### src/rtl/spi_tx_arbiter.sv
// ----------------------------------------------------------------------------
// config_pkg / spi_tx_arbiter
//
// Round-robin arbiter that shares one SPI transmitter between P_NUM_SRC
// ready/valid word producers. One word is accepted from the selected source,
// held stable until the transmitter takes it, then a programmable idle gap is
// enforced before the next grant.
//
// Ports
//   clk_100    : system clock, rising edge
//   a_rst      : asynchronous active-high reset
//   src_valid  : per-source word-available flags
//   src_data   : packed source words, source i at [i*P_DATA_WIDTH +: P_DATA_WIDTH]
//   src_mask   : per-source enable (0 = never granted)
//   src_ready  : one-hot accept strobe, combinational, IDLE only
//   tx_ready   : transmitter can take a word
//   tx_valid   : tx_data holds a valid word (registered)
//   tx_data    : word to the transmitter (registered)
//   grant_id   : index of the source that owns tx_data (registered)
//   busy       : high while offering a word or in the idle gap (registered)
// ----------------------------------------------------------------------------
package config_pkg;
    localparam int P_DATA_WIDTH = 8;
endpackage

module spi_tx_arbiter #(
    parameter int P_DATA_WIDTH = config_pkg::P_DATA_WIDTH,
    parameter int P_NUM_SRC    = 4,
    parameter int P_GAP_CYCLES = 2
) (
    input  logic                              clk_100,
    input  logic                              a_rst,
    input  logic [P_NUM_SRC-1:0]              src_valid,
    input  logic [P_NUM_SRC*P_DATA_WIDTH-1:0] src_data,
    input  logic [P_NUM_SRC-1:0]              src_mask,
    output logic [P_NUM_SRC-1:0]              src_ready,
    input  logic                              tx_ready,
    output logic                              tx_valid,
    output logic [P_DATA_WIDTH-1:0]           tx_data,
    output logic [$clog2(P_NUM_SRC)-1:0]      grant_id,
    output logic                              busy
);

    localparam int IDW      = $clog2(P_NUM_SRC);
    localparam int GW       = (P_GAP_CYCLES > 0) ? $clog2(P_GAP_CYCLES + 1) : 1;
    localparam int GAP_LOAD = (P_GAP_CYCLES > 0) ? P_GAP_CYCLES - 1 : 0;

    typedef enum logic [1:0] {
        S_IDLE  = 2'd0,
        S_OFFER = 2'd1,
        S_GAP   = 2'd2
    } state_t;

    state_t                    r_state;
    state_t                    w_state_nxt;
    logic [IDW-1:0]            r_last;
    logic [GW-1:0]             r_gap_cnt;
    logic                      r_tx_valid;
    logic [P_DATA_WIDTH-1:0]   r_tx_data;
    logic [IDW-1:0]            r_grant_id;
    logic                      r_busy;

    logic [P_NUM_SRC-1:0]      w_elig;
    logic                      w_found;
    logic [IDW-1:0]            w_sel;
    logic [IDW-1:0]            w_cand;
    logic [P_NUM_SRC-1:0]      w_ready;

    assign w_elig = src_valid & src_mask;

    // Search starts one past the last grant and wraps modulo P_NUM_SRC, so a
    // non-power-of-two source count never produces an out-of-range index.
    always_comb begin
        w_found = 1'b0;
        w_sel   = '0;
        w_cand  = '0;
        for (int k = 1; k <= P_NUM_SRC; k++) begin
            w_cand = IDW'((int'(r_last) + k) % P_NUM_SRC);
            if (!w_found && w_elig[w_cand]) begin
                w_found = 1'b1;
                w_sel   = w_cand;
            end
        end
    end

    always_comb begin
        w_ready = '0;
        if (!a_rst && r_state == S_IDLE && w_found) begin
            w_ready[w_sel] = 1'b1;
        end
    end

    assign src_ready = w_ready;

    // State register
    always_ff @(posedge clk_100 or posedge a_rst) begin
        if (a_rst) begin
            r_state <= S_IDLE;
        end else begin
            r_state <= w_state_nxt;
        end
    end

    // Next state
    always_comb begin
        w_state_nxt = r_state;
        case (r_state)
            S_IDLE: begin
                if (w_found) begin
                    w_state_nxt = S_OFFER;
                end
            end
            S_OFFER: begin
                if (tx_ready) begin
                    w_state_nxt = (P_GAP_CYCLES == 0) ? S_IDLE : S_GAP;
                end
            end
            S_GAP: begin
                if (r_gap_cnt == '0) begin
                    w_state_nxt = S_IDLE;
                end
            end
            default: w_state_nxt = S_IDLE;
        endcase
    end

    // Datapath and registered outputs. tx_valid/busy are derived from the
    // next state so they line up with the state they describe.
    always_ff @(posedge clk_100 or posedge a_rst) begin
        if (a_rst) begin
            r_tx_valid <= 1'b0;
            r_tx_data  <= '0;
            r_grant_id <= '0;
            r_busy     <= 1'b0;
            r_gap_cnt  <= '0;
            r_last     <= IDW'(P_NUM_SRC - 1);
        end else begin
            r_tx_valid <= (w_state_nxt == S_OFFER);
            r_busy     <= (w_state_nxt != S_IDLE);
            if (r_state == S_IDLE && w_found) begin
                r_tx_data  <= src_data[w_sel*P_DATA_WIDTH +: P_DATA_WIDTH];
                r_grant_id <= w_sel;
                r_last     <= w_sel;
            end
            if (r_state == S_OFFER && tx_ready) begin
                r_gap_cnt <= GW'(GAP_LOAD);
            end else if (r_state == S_GAP && r_gap_cnt != '0) begin
                r_gap_cnt <= r_gap_cnt - 1'b1;
            end
        end
    end

    assign tx_valid = r_tx_valid;
    assign tx_data  = r_tx_data;
    assign grant_id = r_grant_id;
    assign busy     = r_busy;

endmodule

### config.mk
export PLATFORM = sky130hd
export DESIGN_NAME = spi_tx_arbiter
export DESIGN_NICKNAME = d
export VERILOG_FILES = /design/src/rtl/spi_tx_arbiter.sv
export SDC_FILE = /design/constraint.sdc
export NUM_CORES = 1
export LEC_CHECK = 0
export CORE_MARGIN = 2
export CORE_UTILIZATION = 38
export CTS_CLUSTER_DIAMETER = 60
export CTS_CLUSTER_SIZE = 12
export DETAILED_ROUTE_END_ITERATION = 16
export HOLD_SLACK_MARGIN = 0.12
export PLACE_DENSITY = 0.81
export SLEW_MARGIN = 20
export SYNTH_ARGS = -nofsm -noshare
export SYNTH_HDL_FRONTEND = slang
export SYNTH_SLANG_ARGS = --single-unit
### constraint.sdc
create_clock -name clk_100 -period 2 [get_ports clk_100]
set_clock_uncertainty 0.05 [all_clocks]
set_input_delay 0.2 -clock clk_100 [delete_from_list [all_inputs] [get_ports clk_100]]
set_output_delay 0.2 -clock clk_100 [all_outputs]
set_load 0.1 [all_outputs]
=== Word-level counts from Yosys, hierarchy flattened ===
Index checks and enable logic that the tools add are counted.

* Flip-flop bits (word level): 18
* Input port bits: 43
* Output and inout bits: 16
* Word-level logic and storage cells: 66

* Add/sub/neg operators: 5
* $lt $le $gt $ge: 6
* Equal/unequal tests: 3
* Shifts and indexed selects: 1
* Multiplexer cells: 25
* Bitwise gates (word level): 1
* Reduce and logical (&&, ||, !) cells: 18

{| class="wikitable"
|+ Operators by type and width
! cell !! count
|-
| $shiftx A32 B6 Y8 || 1
|-
| $mux W2 || 9
|-
| $lt A2 B3 Y1 const B || 5
|-
| $logic_and A1 B1 Y1 || 9
|-
| $mux W1 || 9
|-
| $bmux W1 S2 || 4
|-
| $pmux W2 S3 || 1
|-
| $reduce_bool A2 Y1 || 3
|-
| $add A2 B1 Y2 const B || 2
|-
| $add A2 B2 Y2 const B || 2
|-
| $and A4 B4 Y4 || 1
|-
| $eq A2 B1 Y1 const B || 2
|-
| $logic_not A1 Y1 || 4
|-
| $logic_not A2 Y1 || 2
|-
| $mux W4 || 1
|-
| $demux W1 S2 || 1
|-
| $eq A2 B2 Y1 const B || 1
|-
| $ge A2 B1 Y1 const B || 1
|-
| $sub A2 B1 Y2 const B || 1
|}

=== Logic depth before layout (Yosys ltp) ===
Gate-level depths: netlist (run 1).

* Depth after elaboration: 18
* Depth in mapped cells: 5

=== Worst setup path after synthesis (run 1) ===
OpenSTA, ideal clock, no wires.

* Path type: register -> output
* From: reg r_last[1]
* To: out src_ready[1]
* Arrival: 4.199 ns
* Slack: -2.449 ns
* Cell stages (with the launch flop): 5
* Path buffers: 1
* Path through: dfstp_2 nor4bb_1 a311oi_2 buf_4 nor4b_1

* Longest elaborated chain between the ends: 18

{| class="wikitable"
|+ Ends and longest elaborated chain
! item !! line !! text
|-
| from (decl) || 56 || <nowiki>logic [IDW-1:0] r_last;</nowiki>
|-
| from (signal assigned) || 136 || <nowiki>r_last <= IDW'(P_NUM_SRC - 1);</nowiki>
|-
| from (signal assigned) || 143 || <nowiki>r_last <= w_sel;</nowiki>
|-
| $add A2 B1 Y2 || 78 || <nowiki>w_cand = IDW'((int'(r_last) + k) % P_NUM_SRC);</nowiki>
|-
| $bmux W1 S2 || 79 || <nowiki>if (!w_found && w_elig[w_cand]) begin</nowiki>
|-
| $mux W1 (not written as such) || 79 ||
|-
| $mux W1 || 79 ||
|-
| $logic_not A1 Y1 || 79 ||
|-
| $logic_and A1 B1 Y1 || 79 ||
|-
| $mux W1 || 79 ||
|-
| $logic_not A1 Y1 || 79 ||
|-
| [2 not listed] || -- ||
|-
| $logic_not A1 Y1 || 79 ||
|-
| $logic_and A1 B1 Y1 || 79 ||
|-
| $mux W2 || 79 ||
|-
| $lt A2 B3 Y1 (not written as such) / $ge A2 B1 Y1 (equally long branches) || 89 || <nowiki>w_ready[w_sel] = 1'b1;</nowiki>
|-
| $logic_and A1 B1 Y1 (not written as such) || 89 ||
|-
| $mux W1 (not written as such) || 89 ||
|-
| $demux W1 S2 || 89 ||
|-
| $mux W4 (*) || 88 || <nowiki>if (!a_rst && r_state == S_IDLE && w_found) begin</nowiki>
|-
| to (decl) || 36 || <nowiki>output logic [P_NUM_SRC-1:0] src_ready,</nowiki>
|}

Every way passes the cells marked *; elsewhere a longest branch is shown, timed or not. The select of a mux whose other input is x is not followed.

=== Worst setup path after layout (run 1) ===
* From: reg r_last[0]
* To: out src_ready[2]

Same word-level chain as after synthesis.

==> impl_metrics.tcl, run 1 <==
set metrics [dict create \
    synth-edff-count 0 \
    setup_viol 5 \
    leakagePower_nw 0.887 \
    drive_gt1_frac 0.352 \
    synthCells 102 \
    die_width_um 57.1 \
    yosys.area.top_type "dfrtp_1" \
    grt_pass1_wl_um 5890 \
    dp.final_hpwl_um 2740 \
    rsz0062_at_grt "yes" \
    wire_per_inst_um 17.9 \
    seq_power_share 0.222 \
    synth_fp_nets 146 \
    clk_pin_slew_ns 0.11 \
    reg2reg_depth 7 \
    final_cell_area_sq_um 2060 \
    clk_latency_ns 0.29 \
    overflow 0 \
    place_inst 205 \
    r2r_slack_ns -0.01 \
    syn_to_final_growth_pct 91.9 \
    ant_nets 0 \
    startpoint_type "register" \
    final_common_cell "clkdlybuf4s50_1" \
    criticalPathCategory "register to output port" \
    place.gp.congestion 0.749 \
    power_frac_comb 0.704 \
    drt_wl_total_um 3820 \
    crit_buf_inv 1 \
    final_hold_viol_count 0 \
    worst_pin_slew_ns 0.394 \
    hp-class "primary input to async pin" \
    fin_crit_ns 2.18 \
    syn-cell-area_sq_um 1070 \
    dpl-instance-area_sq_um 1870 \
    ys_top_cells_by_area "dfrtp_1, mux2i_1, o221ai_1" \
    cp_data_arrival_time_ns 1.93 \
    cap_violations 0 \
    cts_tree "yes" \
    timing.rr.end "tx_data[0]" \
    coreArea_sq_um 2710 \
    portBuffers 58 \
    relSlewSlack 0.738 \
    slew_viol_final 0 \
    p_int_mw 1.36 \
    die-area_sq_um 3260 \
    syn_avg_cell_area_sq_um 10.5 \
    layout_common_cells "clkdlybuf4s50_1, buf_4, nand2_1, dfrtp_1, mux2i_1" \
    grt_use_total 0.232 \
    power.switching_mw 1.70 \
    ys_seq_elements 18 \
    utilization 0.759 \
    htreeDepth 1 \
    nNetsFinal 227 \
    initial_core_util 0.395 \
    fin_crit_sh 1.09 \
    cp_max_fo 5 \
    final_cell_count_no_fill 213 \
    yosysTopAreaCellShare 0.374 \
    endpoint_kind "output port" \
    finalSetupTns_ns -0.610 \
    cp_cell_sequence "nand3b_1 > a311oi_4 > nor4b_4 > buf_12" \
    antenna_found_initial 0 \
    route.detailed.drc 0 \
    critPathTopFamily "simple AND/OR/NAND/NOR gates" \
    synth.distinct_cells 38 \
    switching_share 0.555 \
    critPathMaxStageDelay_ns 0.46 \
    cts.path.max_buffers 2 \
    worst_ir_drop_vdd_mv 1.38 \
    cts_root_buffer "clkbuf_4" \
    ys_seq_area_frac 0.423 \
    vias 1216 \
    fin_ws_ns -0.183 \
    violations "setup timing" \
    ios 59 \
    synthArstFlopShare 1.00 \
    worstPathRequired_ns 1.75 \
    numCtsBuffers 3 \
    synth_top_flop_cell "dfrtp_1" \
    dpl_worst_slack_ns -0.292 \
    num_antenna_cells 0 \
    drtIter0Drc 62 \
    rr_startpoint "r_last[0]" \
    max_freq_mhz 458 \
    firstDrtPassIters 4 \
    fill_cells 193 \
    clock_sinks 18 \
    routed_via_density 5.71 \
    die_h_um 57.1 \
    rows 19 \
    outcome "finished, violations left" \
    p_clk_frac 0.074 \
    grt_max_degree 19 \
    hold_buffers 0 \
    slowest_stage "a311oi_4" \
    yosys_warnings 0 \
    pwr_density_cell_nw_per_um2 1490 \
    grt_pass1_vias 1292 \
]
cell type report:
type                            instances  area, sq um  area share
Clock buffer                            4         36.3      0.0177
Inverter                                4         15.0     0.00730
Multi-Input combinational cell         76          701       0.341
Sequential cell                        18          453       0.220
Tap cell                               31         38.8      0.0189
Timing Repair Buffer                   80          812       0.395
routing by layer:
metal	wire (um)	vias to the layer above	global-route usage
li1	-	557	-
met1	1490	594	0.280
met2	2030	55	0.430
met3	206	10	0.0272
met4	93	0	0.0698
met5	0	-	0
tightest hold or removal path, stage by stage:
cell	delay (ns)
clkdlybuf4s50_1	0.57
inv_1	0.13
buf_4	0.27
repair_timing:
item / 4_1_cts / 5_1_grt
pin swaps: 8 / 7
resized for setup: 14 / 7
endpoints found under the hold margin: 0 / 0
cloned: 0 / 1
setup buffers: 3 / 1
endpoints found under the setup margin: 7 / 11
state kept, by name, indices dropped and copies added, names as in the netlist:
register	flops
r_last	2
grant_id	2
busy	1
tx_valid	1
tx_data	8
r_gap_cnt	2
r_state	2
cells by family after synthesis:
family	count (synthesis)	share of synthesized area
buffers and inverters	8	0.0386
AND/OR/NAND/NOR	33	0.169
multiplexers	17	0.160
adder cells (fa/ha/maj)	1	0.0117
flip-flops	18	0.423
AO/OA/AOI/OAI	25	0.197
synth_stat cells (all sizes together) (3+ instances only):
library cell / number
a211oi: 3
dfrtp: 16
inv: 4
mux2i: 16
nand2: 16
nand3: 3
o221ai: 8
power by group through the flow:
stage          registers (mW)  logic, mW  clock network, mW
2_1_floorplan            1.49      0.589                  0
3_3_place_gp            0.661       1.95                  0
3_5_place_dp            0.668       2.00                  0
4_1_cts                 0.676       2.08              0.231
5_1_grt                 0.698       2.25              0.244
6_report                0.680       2.16              0.227
how the worst max path moves through the flow:
| stage | depth (start not counted) | startpoint | end |
|---|---|---|---|
| finish | 4 | r_last[0] | src_ready[2] |
| global route | 7 | r_last[1] | src_ready[2] |
| CTS | 7 | r_last[1] | src_ready[2] |
| detailed placement | 6 | src_valid[1] | tx_data[1] |
| global placement | 6 | src_valid[1] | tx_data[2] |
| floorplan | 4 | r_last[1] | src_ready[2] |
stage by stage:
stage | hold slack (ns) | power (mW)
5_1_grt | 0.470 | 3.19
4_1_cts | 0.441 | 2.99
3_5_place_dp | 0.428 | 2.66
3_3_place_gp | 0.427 | 2.61
6_report | 0.439 | 3.06
2_1_floorplan | 0.0923 | 2.08
Power figures use the tool's default switching activity.
==> inputs of run 2 (changes only) <==
--- a/config.mk
+++ b/config.mk
@@ -7,11 +7,10 @@
 export LEC_CHECK = 0
 export CORE_MARGIN = 2
 export CORE_UTILIZATION = 38
-export CTS_CLUSTER_DIAMETER = 60
 export CTS_CLUSTER_SIZE = 12
 export DETAILED_ROUTE_END_ITERATION = 16
 export HOLD_SLACK_MARGIN = 0.12
-export PLACE_DENSITY = 0.81
+export PLACE_DENSITY = 0.79
 export SLEW_MARGIN = 20
 export SYNTH_ARGS = -nofsm -noshare
 export SYNTH_HDL_FRONTEND = slang
==> run 2 against run 1 <==
  * Critical path type is now primary input to output port
  * Die area stayed put
  * Core utilization is 1.4 points lower
  * Via count decreased by 7.0%
  * Largest cell class unchanged
  * Fmax grew 0.73%
  * Wire length fell by 12%
  * The run still ends with setup timing left
  * Critical path depth rose by 1
  * Critical endpoint unchanged
  * Highest routed layer unchanged
  * Total power down 2.1%
==> impl_metrics.tcl, run 2 (synthesized netlist as in run 1, its figures left out) <==
set metrics [dict create \
    portBuffers 58 \
    final_common_cell "clkdlybuf4s50_1" \
    pwr_density_cell_nw_per_um2 1490 \
    fin_ws_ns -0.167 \
    syn_to_final_growth_pct 88.3 \
    holdWs_ns 0.452 \
    ios 59 \
    slew_viol_final 0 \
    drt_wl_total_um 3370 \
    final_hold_viol_count 0 \
    die-area_sq_um 3260 \
    reg2reg_depth 8 \
    route.detailed.drc 0 \
    dp.final_hpwl_um 2630 \
    clk_latency_ns 0.30 \
    layout_common_cells "clkdlybuf4s50_1, buf_4, nand2_1, mux2i_1, dfrtp_1" \
    rr_startpoint "r_last[1]" \
    cp_max_fo 4 \
    hold_buffers 0 \
    critPathMaxStageDelay_ns 0.47 \
    htreeDepth 1 \
    slowest_stage "clkdlybuf4s50_1" \
    ant_nets 0 \
    drtIter0Drc 22 \
    overflow 0 \
    violations "setup timing" \
    rsz0062_at_grt "yes" \
    max_freq_mhz 462 \
    grt_pass1_wl_um 5530 \
    initial_core_util 0.395 \
    worstPathRequired_ns 1.75 \
    hp-class "primary input to async pin" \
    setup_viol 5 \
    drive_gt1_frac 0.333 \
    cts.path.max_buffers 2 \
    fin_crit_ns 2.17 \
    cap_violations 0 \
    cts_tree "yes" \
    nNetsFinal 225 \
    coreArea_sq_um 2710 \
    worst_ir_drop_vdd_mv 1.13 \
    startpoint_type "primary input" \
    critPathTopFamily "compound AO/OA/AOI/OAI gates" \
    cp_cell_sequence "clkdlybuf4s50_1 > a22o_1 > a311oi_4 > nor4b_4 > buf_12" \
    routed_via_density 5.36 \
    leakagePower_nw 0.871 \
    worst_pin_slew_ns 0.383 \
    die_width_um 57.1 \
    num_antenna_cells 0 \
    grt_max_degree 19 \
    crit_buf_inv 2 \
    finalSetupTns_ns -0.580 \
    rows 19 \
    place.gp.congestion 0.768 \
    endpoint_kind "output port" \
    fill_cells 190 \
    die_h_um 57.1 \
    power_mw 3.00 \
    numCtsBuffers 3 \
    relSlewSlack 0.745 \
    timing.rr.end "tx_data[5]" \
    r2r_slack_ns -0.01 \
    firstDrtPassIters 4 \
    wire_per_inst_um 15.9 \
    vias 1131 \
    criticalPathCategory "primary input to output port" \
    grt_use_total 0.219 \
    cts_root_buffer "clkbuf_4" \
    utilization 0.744 \
    fin_crit_sh 1.08 \
    antenna_found_initial 0 \
    clk_pin_slew_ns 0.11 \
    largest_reg_flops 8 \
    clock_sinks 18 \
    grt_pass1_vias 1175 \
    outcome "finished, violations left" \
    cp_data_arrival_time_ns 1.92 \
]
## run 2: final cells by class
cell class                 instances  area (sq um)  area share
tap                               31          38.8      0.0192
clock buffer                       4          36.3      0.0180
timing repair buffer              78           759       0.377
sequential                        18           453       0.225
multi-input combinational         76           714       0.354
inverter                           4          15.0     0.00744
## run 2: worst max path at each step
stage,endpoint,start,depth (start not counted)
global route,src_ready[1],r_last[1],6
finish,src_ready[2],src_valid[1],5
floorplan,src_ready[2],r_last[1],4
detailed placement,src_ready[1],src_valid[1],7
CTS,src_ready[2],r_last[0],6
global placement,src_ready[1],src_valid[1],7
## run 2: worst register-to-register path, cell delays in order (launching register included)
cell	delay (ns)
dfstp_2	0.41
nor4bb_4	0.36
buf_4	0.19
a31oi_4	0.04
buf_4	0.15
buf_4	0.12
buf_4	0.13
a31o_4	0.26
o221ai_1	0.22
## run 2: power breakdown
| part | internal, mW | switching [mW] | leakage (nW) |
|---|---|---|---|
| clock | 0.111 | 0.124 | 0.0210 |
| sequential | 0.552 | 0.116 | 0.215 |
| combinational | 0.660 | 1.44 | 0.635 |
| total | 1.32 | 1.68 | 0.871 |
## run 2: stage by stage
step,std cells,instance area (sq um),setup slack (ns)
final,211,2020,-0.167
after global placement,205,1880,-0.194
after CTS,210,1970,-0.193
after detailed placement,205,1880,-0.263
after global routing,211,2020,-0.235
after floorplan,102,1120,-0.456
## run 2: metal layers
layer / GRT usage / part of all wire / vias up
li1: - / - / 549
met2: 0.386 / 0.55 / 30
met4: 0.0764 / 0.012 / 0
met1: 0.271 / 0.40 / 547
met5: 0 / 0 / -
met3: 0.0363 / 0.040 / 5
## run 2: timing repair
action,4_1_cts,5_1_grt
resized for setup,9,6
setup buffers,2,1
pin swaps,6,4
endpoints found under the setup margin,4,4
